==> src/rtl/xor_frame_checksum.sv <==
// XOR frame checksum: folds WIDTH-bit words per frame, emits checksum + count.
// Optional out_parity port enabled by XOR_CKSUM_PARITY_EN.
module xor_frame_checksum #(
  parameter  int WIDTH     = 8,
  parameter  int FRAME_LEN = 16,
  localparam int CNT_W     = $clog2(FRAME_LEN + 1)
) (
  input  logic             clk,
  input  logic             rst_n,
  input  logic             clr,
  input  logic             in_valid,
  output logic             in_ready,
  input  logic [WIDTH-1:0] in_data,
  input  logic             in_last,
  output logic             out_valid,
  input  logic             out_ready,
  output logic [WIDTH-1:0] out_data,
  output logic [CNT_W-1:0] out_count
`ifdef XOR_CKSUM_PARITY_EN
  ,
  output logic             out_parity
`endif
);

  typedef enum logic {
    ACC  = 1'b0,
    HOLD = 1'b1
  } state_t;

  localparam logic [CNT_W-1:0] LAST_CNT = CNT_W'(FRAME_LEN - 1);

  state_t           state_q, state_d;
  logic [WIDTH-1:0] acc_q, acc_d;
  logic [CNT_W-1:0] cnt_q, cnt_d;
  logic [WIDTH-1:0] data_q, data_d;
  logic [CNT_W-1:0] count_q, count_d;
  logic [WIDTH-1:0] fold;
  logic             accept;
  logic             closing;
`ifdef XOR_CKSUM_PARITY_EN
  logic             par_q, par_d;
`endif

  assign in_ready  = (state_q == ACC);
  assign out_valid = (state_q == HOLD);
  assign out_data  = data_q;
  assign out_count = count_q;
`ifdef XOR_CKSUM_PARITY_EN
  assign out_parity = par_q;
`endif

  assign accept  = in_valid && in_ready;
  assign closing = in_last || (cnt_q == LAST_CNT);
  assign fold    = acc_q ^ in_data;

  always_comb begin
    state_d = state_q;
    acc_d   = acc_q;
    cnt_d   = cnt_q;
    data_d  = data_q;
    count_d = count_q;
`ifdef XOR_CKSUM_PARITY_EN
    par_d   = par_q;
`endif
    if (clr) begin
      // clear wins over every handshake; the presented word is dropped
      state_d = ACC;
      acc_d   = '0;
      cnt_d   = '0;
      data_d  = '0;
      count_d = '0;
`ifdef XOR_CKSUM_PARITY_EN
      par_d   = 1'b0;
`endif
    end else begin
      unique case (state_q)
        ACC: begin
          if (accept) begin
            if (closing) begin
              state_d = HOLD;
              data_d  = fold;
              count_d = cnt_q + 1'b1;
              acc_d   = '0;
              cnt_d   = '0;
`ifdef XOR_CKSUM_PARITY_EN
              par_d   = ^fold;
`endif
            end else begin
              acc_d = fold;
              cnt_d = cnt_q + 1'b1;
            end
          end
        end
        HOLD: begin
          if (out_ready) state_d = ACC;
        end
        default: state_d = ACC;
      endcase
    end
  end

  always_ff @(posedge clk or negedge rst_n) begin
    if (!rst_n) begin
      state_q <= ACC;
      acc_q   <= '0;
      cnt_q   <= '0;
      data_q  <= '0;
      count_q <= '0;
    end else begin
      state_q <= state_d;
      acc_q   <= acc_d;
      cnt_q   <= cnt_d;
      data_q  <= data_d;
      count_q <= count_d;
    end
  end

`ifdef XOR_CKSUM_PARITY_EN
  always_ff @(posedge clk or negedge rst_n) begin
    if (!rst_n) par_q <= 1'b0;
    else        par_q <= par_d;
  end
`endif

endmodule

==> config.mk <==
export PLATFORM = sky130hd
export DESIGN_NAME = xor_frame_checksum
export DESIGN_NICKNAME = d
export VERILOG_FILES = /design/src/rtl/xor_frame_checksum.sv
export SDC_FILE = /design/constraint.sdc
export NUM_CORES = 1
export LEC_CHECK = 0
export CAP_MARGIN = 20
export CORE_MARGIN = 4
export CORE_UTILIZATION = 25
export CTS_CLUSTER_DIAMETER = 50
export CTS_CLUSTER_SIZE = 8
export DETAILED_ROUTE_END_ITERATION = 16
export GPL_ROUTABILITY_DRIVEN = 0
export SETUP_SLACK_MARGIN = 0.3
export SLEW_MARGIN = 5
export SYNTH_ARGS = -nofsm -noshare
export SYNTH_HDL_FRONTEND = slang
export SYNTH_SLANG_ARGS = --single-unit
==> constraint.sdc <==
create_clock -name clk -period 2.7 [get_ports clk]
set_input_delay 0.27 -clock clk [delete_from_list [all_inputs] [get_ports clk]]
set_output_delay 0.27 -clock clk [all_outputs]
set_load 0.02 [all_outputs]
# Word level (Yosys, flattened, before mapping)
# Index checks and enable logic that the tools add are counted.
word_totals:
  register_bits: 27
  output_inout_bits: 15
  wordCells: 37
op_classes:
  add_sub_neg: 1
  eq_ne: 2
  mux: 21
  n_bitwise: 2
  n_reduce_logical: 6
op_table:
  columns: ["operator", "count"]
  rows:
  - ["2-to-1 mux 8 bit", 8]
  - ["2-to-1 mux 5 bit", 8]
  - ["XOR 8 bit", 1]
  - ["adder 5 x 1 -> 5 bit (second input constant)", 1]
  - ["equality test 5 x 4 -> 1 bit (second input constant)", 1]
  - ["2-to-1 mux 1 bit", 4]
  - ["nonzero test 2 bit", 2]
  - ["AND reduction 3 bit", 1]
  - ["inequality test 2 bit (second input constant)", 1]
  - ["one-hot mux 1 bit (2 select lines)", 1]
  - ["AND reduction 2 bit", 1]
  - ["logical AND 1 bit", 1]
  - ["logical OR 1 bit", 1]
  - ["NOT 1 bit", 1]

# Longest topological paths before layout
# Gate-level depths: netlist of the first run.
depth:
  depth_word: 6
  depth_mapped: 7
  mapped_depth_nobuf: 6

# Worst setup path after synthesis of the first run
# OpenSTA, ideal clock, no wires.
synth_path:
  path_kind: "register -> register"
  start: "register cnt_q[0]"
  end: "register cnt_q[3]"
  setup_time_ps: 82
  arrival_ps: 1851
  setup_slack_ps: 767
  stages_incl_launch_ff: 7
  cell_sequence: "dfrtp_1 -> ha_1 -> and3_1 -> ha_1 -> or2_1 -> or4_1 -> a31oi_1"
synth_via:
  elab_chain_len: 6
  word_cells_on_any_way: 7
synth_lines:
  columns: ["item", "line", "rtl"]
  rows:
  - ["start: declaration", "34", "logic [CNT_W-1:0] cnt_q, cnt_d;"]
  - ["start signal: assignment", "112", "cnt_q <= cnt_d;"]
  - ["parallel branches: the longest is 2 deep, another holds adder 5 x 1 -> 5 bit", null, null]
  - ["2-to-1 mux 5 bit (*)", "79", "if (closing) begin"]
  - ["2-to-1 mux 5 bit (*)", "78", "if (accept) begin"]
  - ["2-to-1 mux 5 bit (*)", "76", "unique case (state_q)"]
  - ["2-to-1 mux 5 bit (*)", "65", "if (clr) begin"]
# Mark *: on every way between the ends. The select of a mux whose other input is x is not followed.
# A chain may end at the register's enable or synchronous reset.

# Worst setup path in the final report of the first run
# Same ends and word-level chain as after synthesis.

==> results of run 1 <==
## cells by family (layout without fill, tap and decap cells)
| kind of cell | Yosys count | after routing | share of synthesized area (%) |
|---|---|---|---|
| mux | 1 | 1 | 0.7428 |
| flops | 27 | 27 | 50.14 |
| buf+inv | 12 | 40 | 3.807 |
| xor+xnor | 10 | 10 | 6.500 |
| simple gates | 37 | 37 | 16.71 |
| compound gates | 48 | 48 | 20.24 |
| fa+ha+maj | 2 | 2 | 1.857 |
## worst register-to-register path, cell delays in order, from the launching register on
cell     delay, ps
dfrtp_1        420
ha_1           260
and3_1         170
ha_1           340
or2_1          300
or4_1          500
a31oi_1        130
## layer usage
layer,up-vias,global-route usage [%]
met5,-,0
met4,0,2.534
met3,2,2.851
met2,22,16.53
met1,538,14.21
li1,555,-
## how the worst max path moves through the flow
| stage | end | startpoint | slack [ps] |
|---|---|---|---|
| final | cnt_q[3] | cnt_q[0] | 490 |
| after detailed placement | cnt_q[3] | cnt_q[0] | 530 |
| after CTS | cnt_q[3] | cnt_q[0] | 500 |
| after floorplan | cnt_q[3] | cnt_q[0] | 770 |
| after global routing | cnt_q[3] | cnt_q[0] | 390 |
| after global placement | cnt_q[3] | cnt_q[0] | 570 |
## cell type report
cell class | count | area [um^2] | area share (%)
Clock buffer | 4 | 45.04 | 2.550
Tap cell | 70 | 87.58 | 4.958
Multi-Input combinational cell | 98 | 625.6 | 35.41
Inverter | 2 | 7.507 | 0.4249
Timing Repair Buffer | 34 | 325.3 | 18.41
Sequential cell | 27 | 675.6 | 38.24
## registers in the layout, indices dropped and copies added, names as in the netlist
register and count:
acc_q 8, cnt_q 5, out_count 5, out_data 8
out_valid 1
## layout by cell type (no fill, tap or decap), types with 3 or more instances in the layout
cell type	synthesis	layout
clkdlybuf4s50_1	0	28
dfrtp_1	27	27
a21oi_1	23	23
o21ai_1	12	12
a211oi_1	10	10
nor3_1	9	9
nand3b_1	9	9
xnor2_1	9	9
buf_4	0	6
nor2_1	3	3
nand3_1	3	3
clkbuf_8	0	3
## power by group through the flow
stage,Sequential (mW),Combinational (mW),Clock [mW]
3_5_place_dp,0.443,0.163,0
4_1_cts,0.436,0.164,0.240
3_3_place_gp,0.443,0.163,0
6_report,0.435,0.162,0.234
5_1_grt,0.437,0.179,0.259
2_1_floorplan,0.457,0.0689,0
## what timing repair did
action / 4_1_cts / 5_1_grt
setup buffers: 0 / 0
setup endpoints to repair: 0 / 2
gates resized for setup: 0 / 1
## per-stage QoR
step                util [%]  hold WS [ps]  std cells
floorplan                  -        -25.59        137
global placement       33.19         512.2        231
detailed placement     33.19         514.5        231
CTS                    34.06         384.1        235
global route           34.16         402.2        235
finish                 34.16         371.9        235
==> flow_summary.ini, run 1 <==
[cts]
cts_root_buf = clkbuf_8
htreeDepth = 1
tritoncts = yes
hold_buffers = 0
clk_latency_ps = 270
numCtsBuffers = 3
cts_buffer_depth = 2
cts.clk_slew.worst_paths_ps = 90
clock-sinks = 27

[route]
avgViaCountPerCell = 4.753
route.met2.wl_mm = 1.467
first_iter_violations = 104
routed-wl-met3_um = 152
drc = 0
wirelength_mm = 3.165
met1Wirelength_mm = 1.529
firstDrtPassIters = 4
ant_nets = 0
top_layer = met4
via_count = 1117
wire_per_inst_um = 13.47

[power_and_ir_drop]
sequentialPowerShare_pct = 52.4
clkPwrFrac_pct = 28.1
ir_drop_mv = 0.1871
switching_share_pct = 27.32
powerDensity_mw_per_mm2 = 470.4
p_total_mw = 0.8311
leakagePower_nw = 0.6674
power_switching_mw = 0.2271
internal_power_mw = 0.6040
comb_power_share_pct = 19.5

[flow_run]
drv_cap = 0

[timing]
rsz0062_at_grt = false
fmax_mhz = 453.2
max_slew_margin_pct = 32.50
setup_viol = 0
fin_crit_ps = 2207
fin_skew_ps = 2.741
slew_viol_final = 0
setup_tns_ps = 0
tightest_slew_ps = 1009
layout_setup_ws_ps = 493.2
fin_crit_sh_pct = 81.73
hold_violations = 0

[synthesis]
synth_area_mm2 = 0.001348
synth_area_leader_cell = dfrtp_1
syn-instance-count = 137
synth_edf_count = 0
avgSynthCellArea_um2 = 9.836
synth_area_leaders = dfrtp_1, a21oi_1, xnor2_1
yosysWarnings = 0
syn-num-nets = 153
ys_seq_elements = 27
synthArstFlopShare_pct = 100.0
synth-seq-area-share_pct = 50.14
synth_top_area_share_pct = 50.14
yosysMostFrequentCell = dfrtp_1
synth.distinct_cells = 27
synth_flop_cell = dfrtp_1
synth_common_cells = dfrtp_1, a21oi_1, o21ai_1

[grt]
grt-ovfl-total = 0
gr-usage-all-layers_pct = 10.47
grt_pass1_vias = 1088
antenna_found_initial = 0
grt_pass1_wl_mm = 5.368
grt_max_degree = 28

[cells_and_area]
synthToLayoutAreaGrowth_pct = 31.10
finalNetCount = 182
finalInstanceArea_mm2 = 0.001767
num_antenna_cells = 0
final.fill_count = 534
drive_gt1_share_pct = 7.273

[outcome]
status = completed

[die]
ios = 29
core_mm2 = 0.005172
start_util_pct = 26.05
die_h_um = 81.42
fp.dieW_um = 81.42
num_rows = 26
die_area_mm2 = 0.006628

[setup_path]
required_ps = 2880
max_stage_delay_ps = 500
worst-path-buf-inv = 0
worst_setup_path_start_kind = register
worstPathCellList = ha_1 -> and3_1 -> ha_1 -> or2_1 -> or4_1 -> a31oi_1
crit_type = reg2reg
slowest_stage = or4_1
crit_cells = 6
rrSetupSlack_ps = 490
crit_fanout = 12
r2r_end = cnt_q[3]
rr_worst_depth = 6
crit_path_frequent_cell = ha_1
endpoint_kind = register
crit_arrival_ps = 2390
critical_path.top_delay_family = simple AND/OR/NAND/NOR gates
r2r_start = cnt_q[0]

[placement]
dp_hpwl_mm = 2.235
post_dp_cell_area_mm2 = 0.001717
io_buffers = 28
dp_slack_ps = 531.9

[hold_path]
min-delay-path-class = in2async
Note: power is estimated with default switching activity, not from simulation.
==> inputs of run 2 (changes only) <==
==> constraint.sdc (replaced) <==
create_clock -name clk -period 2.3 [get_ports clk]
set_input_delay 0.23 -clock clk [delete_from_list [all_inputs] [get_ports clk]]
set_output_delay 0.23 -clock clk [all_outputs]
set_load 0.02 [all_outputs]
==> run 2 against run 1 <==
Hold slack worse by 42 ps. Final cell count grew 1.7%. Setup slack worse by 96 ps. Global-route usage down 0.17 points. Non-clock buffer count up 4. Critical path depth unchanged. Combinational power is 20% higher.
==> flow_summary.ini, run 2 (synthesis gave the netlist of run 1 again) <==
[cells_and_area]
synthToLayoutAreaGrowth_pct = 34.08
final.fill_count = 526
layout_commonest_cell = clkdlybuf4s50_1
final_cell_mix = clkdlybuf4s50_1, dfrtp_1, a21oi_1
post-route-util_pct = 34.93
finalNetCount = 186
num_antenna_cells = 0
final_cells = 239
drive_gt1_share_pct = 10.65
finalInstanceArea_mm2 = 0.001807

[route]
wirelength_mm = 3.165
top_layer = met4
ant_nets = 0
via_count = 1104
drc = 0
avgViaCountPerCell = 4.619
first_iter_violations = 74
route.met2.wl_mm = 1.523
routed-wl-met3_um = 114
met1Wirelength_mm = 1.511
wire_per_inst_um = 13.24
firstDrtPassIters = 4

[placement]
dp_slack_ps = 320.2
dp.cells = 234
io_buffers = 28
dp_hpwl_mm = 2.336
post_dp_cell_area_mm2 = 0.001739

[cts]
numCtsBuffers = 3
cts_buffer_depth = 2
cts.clk_slew.worst_paths_ps = 90
hold_buffers = 0
cts_root_buf = clkbuf_8
clock-sinks = 27
clk_latency_ps = 270
htreeDepth = 1
tritoncts = yes

[grt]
grt_max_degree = 28
grt_pass1_vias = 1105
antenna_found_initial = 0
gr-usage-all-layers_pct = 10.30
grt_pass1_wl_mm = 5.292
grt-ovfl-total = 0

[setup_path]
max_stage_delay_ps = 490
critical_path.top_delay_family = simple AND/OR/NAND/NOR gates
crit_type = reg2reg
slowest_stage = or4_1
required_ps = 2490
crit_path_frequent_cell = ha_2
worst_setup_path_start_kind = register
crit_fanout = 4
worst-path-buf-inv = 0
endpoint_kind = register
crit_arrival_ps = 2100
worstPathCellList = ha_2 -> and3_1 -> ha_2 -> or2_1 -> or4_1 -> a31oi_1

[timing]
fmax_mhz = 525.5
setup_viol = 0
max_slew_margin_pct = 71.30
setup_tns_ps = 0
layout_setup_ws_ps = 397.2
rsz0062_at_grt = false
slew_viol_final = 0
fin_crit_sh_pct = 82.73
whs_ps = 329.9
fin_skew_ps = 3.944
tightest_slew_ps = 430.5
fin_crit_ps = 1903
hold_violations = 0

[flow_run]
drv_cap = 0

[power_and_ir_drop]
p_total_mw = 0.9731
leakagePower_nw = 0.6850
ir_drop_mv = 0.2278
powerDensity_mw_per_mm2 = 538.6

[die]
die_h_um = 81.42
fp.dieW_um = 81.42
die_area_mm2 = 0.006628
ios = 29
core_mm2 = 0.005172
start_util_pct = 26.05
num_rows = 26

[outcome]
status = completed

[hold_path]
min-delay-path-class = in2async
==> run 2: path summary, 6_finish.rpt <==
| check | cells past startpoint | to | slack [ps] | startpoint |
|---|---|---|---|---|
| hold reg to reg | 2 | cnt_q[4] | 540 | cnt_q[4] |
| max in group asynchronous | 2 | acc_q[1] | 1710 | rst_n |
| hold / removal | 2 | out_data[2] | 330 | rst_n |
| setup / recovery | 6 | cnt_q[3] | 400 | cnt_q[1] |
| min in group clk | 2 | cnt_q[4] | 540 | cnt_q[4] |
| setup reg to reg | 6 | cnt_q[3] | 400 | cnt_q[1] |
==> run 2: cell type report <==
type                            count  area, um^2  area share, %
Inverter                            2       7.507         0.4155
Multi-Input combinational cell     98       635.6          35.18
Tap cell                           70       87.58          4.848
Timing Repair Buffer               38       355.3          19.67
Sequential cell                    27       675.6          37.40
Clock buffer                        4       45.04          2.493
==> run 2: power breakdown <==
part	leakage [nW]	internal (mW)	switching (mW)
registers	0.367	0.496	0.0147
clock network	0.0228	0.124	0.144
logic	0.295	0.0925	0.102
total	0.685	0.712	0.261
==> run 2: what timing repair did <==
action | in CTS | in global routing
gates resized for setup | 1 | 3
pin swaps | 0 | 1
buffers inserted | 0 | 1
setup endpoints to repair | 1 | 12
==> run 2: routing by layer <==
layer,vias up,GRT usage (%)
met1,524,13.35
li1,562,-
met2,16,17.18
met5,-,0
met3,2,2.193
met4,0,3.041
==> run 2: worst register-to-register path: stages, from the launching register on <==
cell and delay, ps:
dfrtp_1 410, ha_2 220, and3_1 160, ha_2 190
or2_1 230, or4_1 490, a31oi_1 130
==> inputs of run 3 (changes only) <==
==> constraint.sdc (replaced) <==
create_clock -name clk -period 1.9 [get_ports clk]
set_input_delay 0.19 -clock clk [delete_from_list [all_inputs] [get_ports clk]]
set_output_delay 0.19 -clock clk [all_outputs]
set_load 0.02 [all_outputs]
==> run 3 against run 2 <==
Utilization grew 2.1 points. Clock power up 24%. Global-route usage up 1.1 points. Sequential share of layout area decreased by 2.1 points. Die area is the same. Clock-buffer cell count down 1. Largest cell class is now multi-input gates. Highest routed layer unchanged. Final cell count up 3.3%. Register-to-register slack worse by 240 ps. Critical path depth is the same.
==> flow_summary.ini, run 3 (synthesis gave the netlist of run 1 again) <==
[setup_path]
r2r_start = cnt_q[1]
endpoint_kind = register
rr_worst_depth = 6
crit_type = reg2reg
r2r_end = cnt_q[3]
worst_setup_path_start_kind = register
required_ps = 2110
crit_arrival_ps = 1950
rrSetupSlack_ps = 160
crit_fanout = 3

[placement]
dp_slack_ps = 50.88
dp.cells = 236
post_dp_cell_area_mm2 = 0.001787
dp_hpwl_mm = 2.241
io_buffers = 28

[cts]
cts_root_buf = clkbuf_8
clk_latency_ps = 280
tritoncts = yes
htreeDepth = 1
clock-sinks = 27
cts_buffer_depth = 2
numCtsBuffers = 3
cts.clk_slew.worst_paths_ps = 100

[hold_path]
min-delay-path-class = in2async

[cells_and_area]
finalNetCount = 194
drive_gt1_share_pct = 18.08
synthToLayoutAreaGrowth_pct = 42.15
final_cells = 247
layout_commonest_cell = dfrtp_1
num_antenna_cells = 0
finalInstanceArea_mm2 = 0.001916
final_cell_mix = dfrtp_1, clkdlybuf4s50_1, a21oi_1

[timing]
slew_viol_final = 0
rsz0062_at_grt = true
max_slew_margin_pct = 76.69
setup_tns_ps = 0
setup_viol = 0
fin_skew_ps = 7.928
tightest_slew_ps = 349.7
fin_crit_ps = 1742
hold_violations = 0
fmax_mhz = 574.0
layout_setup_ws_ps = 157.9
whs_ps = 285.6
fin_crit_sh_pct = 91.69

[route]
avgViaCountPerCell = 4.599
ant_nets = 0
wire_per_inst_um = 13.75
via_count = 1136
first_iter_violations = 34
drc = 0
firstDrtPassIters = 4
wirelength_mm = 3.396

[grt]
grt_pass1_wl_mm = 5.761
grt-ovfl-total = 0
grt_max_degree = 28
antenna_found_initial = 0
grt_pass1_vias = 1175
gr-usage-all-layers_pct = 11.38

[die]
fp.dieW_um = 81.42
core_mm2 = 0.005172
die_h_um = 81.42
ios = 29
num_rows = 26
die_area_mm2 = 0.006628
start_util_pct = 26.05

[power_and_ir_drop]
powerDensity_mw_per_mm2 = 629.1
ir_drop_mv = 0.3813
leakagePower_nw = 0.7512

[flow_run]
drv_cap = 0

[outcome]
status = completed
[run 3: worst max-delay path by stage]
stage,to,startpoint,slack [ps]
5_1_grt,cnt_q[3],cnt_q[1],90
4_1_cts,cnt_q[3],cnt_q[0],190
3_3_place_gp,cnt_q[3],cnt_q[1],80
2_1_floorplan,cnt_q[3],cnt_q[0],80
3_5_place_dp,cnt_q[3],cnt_q[1],50
6_report,cnt_q[3],cnt_q[1],160
[run 3: cell type report]
cell class	instances	area (um^2)
multi-input cells	98	678.2
clock inverters	1	5.005
repair buffers	46	420.4
inverters	2	7.507
well taps	70	87.58
flip-flops and latches	27	675.6
clock buffers	3	41.29
fillers	523	3257
[run 3: power breakdown]
part | switching [mW] | leakage, nW | internal (mW) | total [mW]
clock | 0.186 | 0.0255 | 0.147 | 0.333
combinational | 0.131 | 0.359 | 0.124 | 0.255
sequential | 0.0172 | 0.367 | 0.600 | 0.618
total | 0.334 | 0.751 | 0.871 | 1.21
[run 3: metal layers]
| layer | global-route usage, % | vias up | share of wire [%] |
|---|---|---|---|
| li1 | - | 575 | - |
| met3 | 3.289 | 2 | 5.8 |
| met1 | 15.85 | 535 | 49 |
| met2 | 17.67 | 24 | 44 |
| met5 | 0 | - | 0 |
| met4 | 2.027 | 0 | 0.41 |
[run 3: metrics by stage]
step	util (%)	power, mW
6_report	37.03	1.205
5_1_grt	37.03	1.275
4_1_cts	36.14	1.214
3_5_place_dp	34.54	0.8740
3_3_place_gp	34.54	0.8715
2_1_floorplan	-	0.7540
[run 3: timing repair]
action	4_1_cts	5_1_grt
hold buffers	0	0
setup endpoints to repair	28	28
cloned	1	0
pin swaps	15	5
buffers inserted	2	4
resized for setup	6	4
[run 3: worst max-delay path, cell delays in order (launching register included)]
cell,delay (ps)
dfrtp_1,390
ha_2,190
and3_4,150
ha_4,160
or2_4,220
or4_1,390
a31oi_1,170
